==> src/rtl/fp_comp_pipe_if.sv <==
// Handshake and operand/result bundle for the fp_comp_pipe comparator.
// The master drives operations, the slave (comparator) returns flags and result.
interface fp_comp_pipe_if #(
  parameter int unsigned EXP_W = 8,
  parameter int unsigned MAN_W = 23
);
  localparam int unsigned W = 1 + EXP_W + MAN_W;

  logic         act;
  logic [1:0]   op;
  logic [W-1:0] in1;
  logic [W-1:0] in2;
  logic         eq;
  logic         less;
  logic         great;
  logic         unord;
  logic         inv;
  logic [W-1:0] res;
  logic         done;

  modport master (
    output act, op, in1, in2,
    input  eq, less, great, unord, inv, res, done
  );

  modport slave (
    input  act, op, in1, in2,
    output eq, less, great, unord, inv, res, done
  );
endinterface

==> src/rtl/fp_comp_pipe.sv <==
// Parametrised pipelined IEEE-754 compare / MIN / MAX unit: act at edge N gives done after N+2.
// Optional macro FP_COMP_DAZ_EN: operands with a zero exponent order as zeros of their sign.
module fp_comp_pipe #(
  parameter int unsigned EXP_W = 8,
  parameter int unsigned MAN_W = 23
) (
  input logic           clk,
  input logic           rst,
  fp_comp_pipe_if.slave bus
);
  localparam int unsigned W = 1 + EXP_W + MAN_W;
  localparam logic [1:0] OpCmpS = 2'b01;
  localparam logic [W-1:0] CanonNan = {1'b0, {EXP_W{1'b1}}, 1'b1, {(MAN_W - 1){1'b0}}};

  typedef struct packed {
    logic nan;
    logic snan;
    logic zero;
  } cls_t;

  function automatic cls_t classify(input logic [W-1:0] x);
    logic [EXP_W-1:0] e;
    logic [MAN_W-1:0] f;
    cls_t             c;
    e      = x[W-2:MAN_W];
    f      = x[MAN_W-1:0];
    c.nan  = (&e) & (|f);
    c.snan = (&e) & (|f) & ~f[MAN_W-1];
`ifdef FP_COMP_DAZ_EN
    c.zero = ~|e;
`else
    c.zero = ~|e & ~|f;
`endif
    return c;
  endfunction

  // Stage 1: operands, op and class bits
  logic         v1_q;
  logic [1:0]   op1_q;
  logic [W-1:0] a1_q, b1_q;
  cls_t         ca1_q, cb1_q;

  always_ff @(posedge clk or posedge rst) begin
    if (rst) begin
      v1_q  <= 1'b0;
      op1_q <= '0;
      a1_q  <= '0;
      b1_q  <= '0;
      ca1_q <= '0;
      cb1_q <= '0;
    end else begin
      v1_q <= bus.act;
      if (bus.act) begin
        op1_q <= bus.op;
        a1_q  <= bus.in1;
        b1_q  <= bus.in2;
        ca1_q <= classify(bus.in1);
        cb1_q <= classify(bus.in2);
      end
    end
  end

  // Stage 2: sign-magnitude ordering
  logic         sa, sb, unord_c, inv_c, eq_c, lt_c, gt_c;
  logic [W-2:0] ma, mb;

  assign sa      = a1_q[W-1];
  assign sb      = b1_q[W-1];
  assign ma      = ca1_q.zero ? '0 : a1_q[W-2:0];
  assign mb      = cb1_q.zero ? '0 : b1_q[W-2:0];
  assign unord_c = ca1_q.nan | cb1_q.nan;
  assign inv_c   = ca1_q.snan | cb1_q.snan | ((op1_q == OpCmpS) & unord_c);

  always_comb begin
    eq_c = 1'b0;
    lt_c = 1'b0;
    gt_c = 1'b0;
    if (!unord_c) begin
      if (ca1_q.zero && cb1_q.zero) begin
        eq_c = 1'b1;
      end else if (sa != sb) begin
        lt_c = sa;
        gt_c = sb;
      end else if (ma == mb) begin
        eq_c = 1'b1;
      end else if ((ma < mb) ^ sa) begin
        lt_c = 1'b1;
      end else begin
        gt_c = 1'b1;
      end
    end
  end

  logic         v2_q, eq2_q, lt2_q, gt2_q, un2_q, inv2_q, na2_q, nb2_q;
  logic [1:0]   op2_q;
  logic [W-1:0] a2_q, b2_q;

  always_ff @(posedge clk or posedge rst) begin
    if (rst) begin
      v2_q   <= 1'b0;
      eq2_q  <= 1'b0;
      lt2_q  <= 1'b0;
      gt2_q  <= 1'b0;
      un2_q  <= 1'b0;
      inv2_q <= 1'b0;
      na2_q  <= 1'b0;
      nb2_q  <= 1'b0;
      op2_q  <= '0;
      a2_q   <= '0;
      b2_q   <= '0;
    end else begin
      v2_q <= v1_q;
      if (v1_q) begin
        eq2_q  <= eq_c;
        lt2_q  <= lt_c;
        gt2_q  <= gt_c;
        un2_q  <= unord_c;
        inv2_q <= inv_c;
        na2_q  <= ca1_q.nan;
        nb2_q  <= cb1_q.nan;
        op2_q  <= op1_q;
        a2_q   <= a1_q;
        b2_q   <= b1_q;
      end
    end
  end

  // Result select; op bit 0 distinguishes MAX from MIN
  logic [W-1:0] res_c;

  always_comb begin
    res_c = '0;
    if (op2_q[1]) begin
      if (na2_q && nb2_q) begin
        res_c = CanonNan;
      end else if (na2_q) begin
        res_c = b2_q;
      end else if (nb2_q) begin
        res_c = a2_q;
      end else if (lt2_q) begin
        res_c = op2_q[0] ? b2_q : a2_q;
      end else if (gt2_q) begin
        res_c = op2_q[0] ? a2_q : b2_q;
      end else if (a2_q[W-1] != b2_q[W-1]) begin
        res_c = (a2_q[W-1] ^ op2_q[0]) ? a2_q : b2_q;
      end else begin
        res_c = a2_q;
      end
    end
  end

  logic         done_q, eq_q, less_q, great_q, unord_q, inv_q;
  logic [W-1:0] res_q;

  always_ff @(posedge clk or posedge rst) begin
    if (rst) begin
      done_q  <= 1'b0;
      eq_q    <= 1'b0;
      less_q  <= 1'b0;
      great_q <= 1'b0;
      unord_q <= 1'b0;
      inv_q   <= 1'b0;
      res_q   <= '0;
    end else begin
      done_q <= v2_q;
      if (v2_q) begin
        eq_q    <= eq2_q;
        less_q  <= lt2_q;
        great_q <= gt2_q;
        unord_q <= un2_q;
        inv_q   <= inv2_q;
        res_q   <= res_c;
      end
    end
  end

  assign bus.done  = done_q;
  assign bus.eq    = eq_q;
  assign bus.less  = less_q;
  assign bus.great = great_q;
  assign bus.unord = unord_q;
  assign bus.inv   = inv_q;
  assign bus.res   = res_q;
endmodule

==> src/flat_wrapper.sv <==
// flat-port wrapper written by rule: the top's interface ports become plain ports
module fp_comp_pipe_flat 
#(
  parameter int unsigned EXP_W = 8,
  parameter int unsigned MAN_W = 23
)
  (clk, rst, bus_act, bus_op, bus_in1, bus_in2, bus_eq, bus_less, bus_great, bus_unord, bus_inv, bus_res, bus_done);
  fp_comp_pipe_if #(.EXP_W(EXP_W), .MAN_W(MAN_W)) bus_i ();
  input logic clk;
  input logic rst;
  input wire logic [$bits(bus_i.act)-1:0] bus_act;
  input wire logic [$bits(bus_i.op)-1:0] bus_op;
  input wire logic [$bits(bus_i.in1)-1:0] bus_in1;
  input wire logic [$bits(bus_i.in2)-1:0] bus_in2;
  output wire logic [$bits(bus_i.eq)-1:0] bus_eq;
  output wire logic [$bits(bus_i.less)-1:0] bus_less;
  output wire logic [$bits(bus_i.great)-1:0] bus_great;
  output wire logic [$bits(bus_i.unord)-1:0] bus_unord;
  output wire logic [$bits(bus_i.inv)-1:0] bus_inv;
  output wire logic [$bits(bus_i.res)-1:0] bus_res;
  output wire logic [$bits(bus_i.done)-1:0] bus_done;
  assign bus_i.act = bus_act;
  assign bus_i.op = bus_op;
  assign bus_i.in1 = bus_in1;
  assign bus_i.in2 = bus_in2;
  assign bus_eq = bus_i.eq;
  assign bus_less = bus_i.less;
  assign bus_great = bus_i.great;
  assign bus_unord = bus_i.unord;
  assign bus_inv = bus_i.inv;
  assign bus_res = bus_i.res;
  assign bus_done = bus_i.done;
  fp_comp_pipe #(.EXP_W(EXP_W), .MAN_W(MAN_W)) u_core (.clk(clk), .rst(rst), .bus(bus_i));
endmodule
==> config.mk <==
export PLATFORM = sky130hd
export DESIGN_NAME = fp_comp_pipe_flat
export DESIGN_NICKNAME = d
export VERILOG_FILES = /design/src/rtl/fp_comp_pipe_if.sv /design/src/rtl/fp_comp_pipe.sv /design/src/flat_wrapper.sv
export SDC_FILE = /design/constraint.sdc
export NUM_CORES = 1
export LEC_CHECK = 0
export BUFFER_PORTS_ARGS = -buffer_cell sky130_fd_sc_hd__buf_2
export CORE_MARGIN = 2
export CORE_UTILIZATION = 25
export CTS_CLUSTER_DIAMETER = 60
export DETAILED_ROUTE_END_ITERATION = 6
export PLACE_DENSITY = 0.46
export RECOVER_POWER = 50
export SLEW_MARGIN = 25
export SYNTH_ARGS = -nofsm -noshare
export SYNTH_HDL_FRONTEND = slang
export SYNTH_SLANG_ARGS = --single-unit
==> constraint.sdc <==
create_clock -name clk -period 5.06 [get_ports clk]
set_input_delay 0.506 -clock clk [delete_from_list [all_inputs] [get_ports clk]]
set_output_delay 0.506 -clock clk [all_outputs]
set_load 0.01 [all_outputs]
**Word level (Yosys, flattened, before mapping)**

Index checks and enable logic that the tools add are counted.

- Order comparisons: 1
- Eq/ne operators: 4
- Muxes and demuxes: 26
- Bitwise operators: 14
- Reduce and logical (&&, ||, !) cells: 12

Operators by type and width:

| operator | number |
|---|---|
| two-way mux 32 bit | 10 |
| two-way mux 31 bit | 2 |
| OR reduction 23 bit | 2 |
| equality test 31 bit | 1 |
| less-than comparator 31 bit | 1 |
| AND reduction 8 bit | 2 |
| OR reduction 8 bit | 2 |
| two-way mux 1 bit | 14 |
| AND 1 bit | 7 |
| zero test 1 bit | 4 |
| bitwise OR 1 bit | 3 |
| equality test 2 x 1 -> 1 bit, second input constant | 1 |
| logical AND 1 bit | 2 |
| != test 1 bit | 2 |
| inverter 1 bit | 2 |
| bitwise XOR 1 bit | 2 |

- Bits in registers: 185
- Input port bits: 69
- Output and inout port bits: 38
- Logic and storage cells: 85

**Longest topological paths before layout**

- Depth in word-level cells: 9
- Gate-level depth with buffers: 10
- Mapped depth without buffers: 9

**Least setup slack after synthesis**

OpenSTA, ideal clock, no wires.

- Path kind: reg-to-reg
- Start point: reg u_core.cb1_q[0] (netlist bit)
- End point: reg u_core.gt2_q
- Library setup time: 0.076 ns
- Arrival time: 2.417 ns
- Required time: 4.984 ns
- Path slack: 2.567 ns
- Stages on the path, launching flop included: 11
- Path buffers: 1
- Period minus slack after synthesis: 2.493 ns
- Cell sequence: dfrtp_1 -> inv_1 -> clkbuf_1 -> nand2_1 -> ha_1 -> a21o_1 -> a221o_1 -> a221oi_2 -> nand2_1 -> o41a_1 -> o21ai_1

- Word-level cells in the longest chain between the ends: 8
- Elaborated cells on any way between the ends: 10
- Those cells by class: order compare: 1; eq/ne: 1; mux: 6; bitwise: 1; reduce/logical: 1

RTL lines:

| element | line | text |
|---|---|---|
| start: declaration | fp_comp_pipe.sv:41 | `cls_t ca1_q, cb1_q;` |
| start signal: assignment | fp_comp_pipe.sv:58 | `cb1_q <= classify(bus.in2);` |
| two-way mux 31 bit | fp_comp_pipe.sv:70 | `assign mb = cb1_q.zero ? '0 : b1_q[W-2:0];` |
| less-than comparator 31 bit | fp_comp_pipe.sv:86 | `end else if ((ma < mb) ^ sa) begin` |
| bitwise XOR 1 bit | fp_comp_pipe.sv:86 |  |
| two-way mux 1 bit | fp_comp_pipe.sv:86 |  |
| two-way mux 1 bit | fp_comp_pipe.sv:84 | `end else if (ma == mb) begin` |
| two-way mux 1 bit | fp_comp_pipe.sv:81 | `end else if (sa != sb) begin` |
| two-way mux 1 bit * | fp_comp_pipe.sv:79 | `if (ca1_q.zero && cb1_q.zero) begin` |
| two-way mux 1 bit * | fp_comp_pipe.sv:78 | `if (!unord_c) begin` |
| end signal: assignment | fp_comp_pipe.sv:116 | `gt2_q <= gt_c;` |
| end: declaration | fp_comp_pipe.sv:94 | `logic v2_q, eq2_q, lt2_q, gt2_q, un2_q, inv2_q, na2_q, nb2_q;` |

Every way passes the cells marked *; elsewhere a longest branch is shown, timed or not.
A chain may end at the register's enable or synchronous reset.

**Final worst setup path**

Same ends and word-level chain as after synthesis.

==> impl_metrics.env <==
export IMPL_synthCells=664
export IMPL_seqPwrFrac_pct=48.1
export IMPL_seq_area_frac_synth_pct=55.49
export IMPL_layout_drive_gt1_share_pct=33.25
export IMPL_numCtsBuffers=17
export IMPL_postPlaceCellArea_um2=9385
export IMPL_fin_crit_sh_pct=61.47
export IMPL_postCtsSetupRepairBufs=0
export IMPL_synthArstFlopShare_pct=100.0
export IMPL_finalSetupViolations=0
export IMPL_antenna_cells=0
export IMPL_power_density_nw_per_um2=385.7
export IMPL_cp_arrival_ns=3.48
export IMPL_final_common_cell="dfrtp_1"
export IMPL_busiest_layer="met2"
export IMPL_grt_usage_pct=13.16
export IMPL_die_x_um=186.7
export IMPL_final_cell_mix="184 x dfrtp_1, 109 x mux2_2, 105 x buf_2"
export IMPL_design_die_area_um2=34850
export IMPL_finalHoldViolCount=0
export IMPL_post_route_min_period_ns=3.110
export IMPL_gr_total_overflow=0
export IMPL_antenna_found_initial=0
export IMPL_worstMarginPinSlew_ns=2.714
export IMPL_final_area_um2=9928
export IMPL_endpoint_kind="flop"
export IMPL_fmax_ghz=0.3215
export IMPL_clock_sinks=185
export IMPL_synth_seq_cells=185
export IMPL_grt_max_degree=135
export IMPL_drv_cap=3
export IMPL_synth_edff_count=0
export IMPL_power_internal_uw=2697
export IMPL_crit_path_start_kind="flop"
export IMPL_ys_warn_count=0
export IMPL_peakVddDrop_uv=229.2
export IMPL_clk_pin_slew_worst_paths_ns=0.08
export IMPL_violations="capacitance limit, slew limit"
export IMPL_min_to="u_core.a1_q[16]"
export IMPL_tns_ns=0
export IMPL_cts_resized=0
export IMPL_vias=5552
export IMPL_htreeDepth=4
export IMPL_routabilityCongestion=0.7578
export IMPL_die_h_um=186.7
export IMPL_use_met1_pct=18.22
export IMPL_wl_mm=22.27
export IMPL_yosys_most_used_dff="dfrtp_1"
export IMPL_drc=0
export IMPL_slew_headroom_pct=-80.91
export IMPL_ctsHoldBuffers=0
export IMPL_regToRegEndpoint="u_core.gt2_q"
export IMPL_cp_required_ns=5.43
export IMPL_clock_tree_root_cell="clkbuf_16"
export IMPL_nFillCells=3431
export IMPL_netlist_area_um2=8343
export IMPL_min_path_cells=2
export IMPL_status="finished with violations"
export IMPL_grt_pass1_wl_mm=35.11
export IMPL_initial_core_util_pct=25.51
export IMPL_dp_hpwl_mm=15.71
export IMPL_grt_pass1_vias=5843
export IMPL_rsz0062_at_grt="no"
export IMPL_grt_use_met3_pct=2.501
export IMPL_io_buffers=106
export IMPL_synthesis_nets=764
export IMPL_worstReg2RegStart="u_core.cb1_q[0]"
export IMPL_area_growth_pct=19.00
export IMPL_wire_per_inst_um=18.24
export IMPL_min_delay_start="bus_in1[16]"
export IMPL_via_per_inst=4.547
export IMPL_sw_frac_of_total_pct=29.57
export IMPL_seq_area_um2=4631
export IMPL_yosysUniqueCellTypes=49
export IMPL_p_comb_share_pct=18.4
export IMPL_cts_tree="built"
export IMPL_layout_nets=866
export IMPL_p_leak_uw=0.004428
export IMPL_cts_max_path_buffers=2
export IMPL_multi_input_comb_area_um2=3490
export IMPL_clock_skew_ns=0.01746
export IMPL_hp_class="primary input to flop"
export IMPL_switchingPower_uw=1132
export IMPL_dr_pass1_iters=6
export IMPL_slew_violations=139
export IMPL_worst_r2r_path_depth=9
export IMPL_drtIter0Drc=393
export IMPL_clock_latency_ns=0.44
export IMPL_grtUsageMet2_pct=20.77
export IMPL_cp_max_fo=31
export IMPL_core_um2=32700
export IMPL_num_io_pins=107
export IMPL_clkPwrFrac_pct=33.5
export IMPL_fp_row_count=66
export IMPL_worst_setup_path_type="flop to flop"
export IMPL_drtAntennaViolNets=0
export IMPL_syn_area_per_cell_um2=12.56
export IMPL_reg2reg_setup_slack_ns=1.95
[Yosys cell counts (2+ instances only)]
master	instances	area, um^2
a211oi_1	2	15.01
a21o_1	4	30.03
a21oi_1	16	80.08
a221o_1	23	230.2
a22oi_1	3	22.52
buf_1	2	7.510
buf_2	2	10.01
clkbuf_1	27	101.4
dfrtp_1	185	4629
ha_1	31	387.9
inv_1	26	97.59
mux2_1	26	292.8
mux2_2	109	1227
nand2_1	47	176.4
nand3_1	5	25.02
nand4_1	9	56.30
nor2_1	11	41.29
nor2b_1	52	325.3
nor3_1	5	25.02
nor3b_1	2	15.01
nor4_1	14	87.58
o21a_1	2	15.01
o21ai_0	9	45.04
o21ai_1	5	25.02
o22ai_1	20	125.1
or4_1	2	15.01
xnor2_1	3	26.28
[flip-flops by register name (all words and copies together), names as in the netlist, 2 cells and up]
name,flops
u_core.bus.res,32
u_core.ca1_q,3
u_core.a1_q,32
u_core.op2_q,2
u_core.op1_q,2
u_core.a2_q,32
u_core.cb1_q,3
u_core.b1_q,32
u_core.b2_q,32
[worst max path at each step]
stage / slack (ns) / cells past startpoint / endpoint / startpoint
3_5_place_dp: 1.95 / 9 / u_core.gt2_q / u_core.cb1_q[0]
3_3_place_gp: 2.08 / 9 / u_core.gt2_q / u_core.cb1_q[0]
6_report: 1.95 / 9 / u_core.gt2_q / u_core.cb1_q[0]
5_1_grt: 1.64 / 3 / u_core.bus.res[17] / rst
4_1_cts: 1.92 / 9 / u_core.gt2_q / u_core.cb1_q[0]
2_1_floorplan: 2.18 / 1 / u_core.a1_q[0] / rst
[cell families after synthesis]
group,count (synthesis),synth area share [%]
adder cells (fa/ha/maj),31,4.649
AND/OR/NAND/NOR,156,10.09
multiplexers,135,18.22
buffers and inverters,58,2.685
AO/OA/AOI/OAI,96,8.548
XOR/XNOR,3,0.3150
flip-flops,185,55.49
[cell type report]
type,count,area share (%)
clock buffers,20,4.499
clock inverters,12,1.084
inverters,26,0.9956
multi-input cells,421,35.15
flip-flops and latches,185,46.64
well taps,442,5.570
repair buffers,115,6.062
[power groups by stage]
stage | Combinational, uW | Clock (uW) | Sequential [uW]
6_report | 706 | 1280 | 1840
5_1_grt | 794 | 1380 | 1870
4_1_cts | 723 | 1320 | 1850
3_5_place_dp | 717 | 0 | 1870
3_3_place_gp | 713 | 0 | 1870
2_1_floorplan | 452 | 0 | 1850
[worst max-delay path, stage by stage, from the launching register on]
cell and delay (ns):
dfrtp_1 0.41, inv_1 0.70, nand2_1 0.16, ha_1 0.33
a21o_1 0.16, a221o_1 0.34, a221oi_2 0.37, nand2_1 0.09
o41a_1 0.40, o21ai_1 0.08
[metrics by stage]
stage / total power (uW) / utilization, % / instances / hold slack (ns) / setup slack [ns]
after floorplan: 2298 / - / 664 / 0.3720 / 2.175
after global placement: 2581 / 28.70 / 1189 / 0.4614 / 2.081
after detailed placement: 2590 / 28.70 / 1189 / 0.4651 / 1.952
after CTS: 3889 / 30.39 / 1221 / 0.2677 / 1.924
after global routing: 4048 / 30.36 / 1221 / 0.2831 / 1.643
final: 3829 / 30.36 / 1221 / 0.2927 / 1.950
[metal layers]
layer	routed length [um]	part of all wire (%)
met4	338	1.5
met1	11010	49
met3	580	2.6
met2	10340	46
met5	0	0
(Power assumes the default switching activity.)
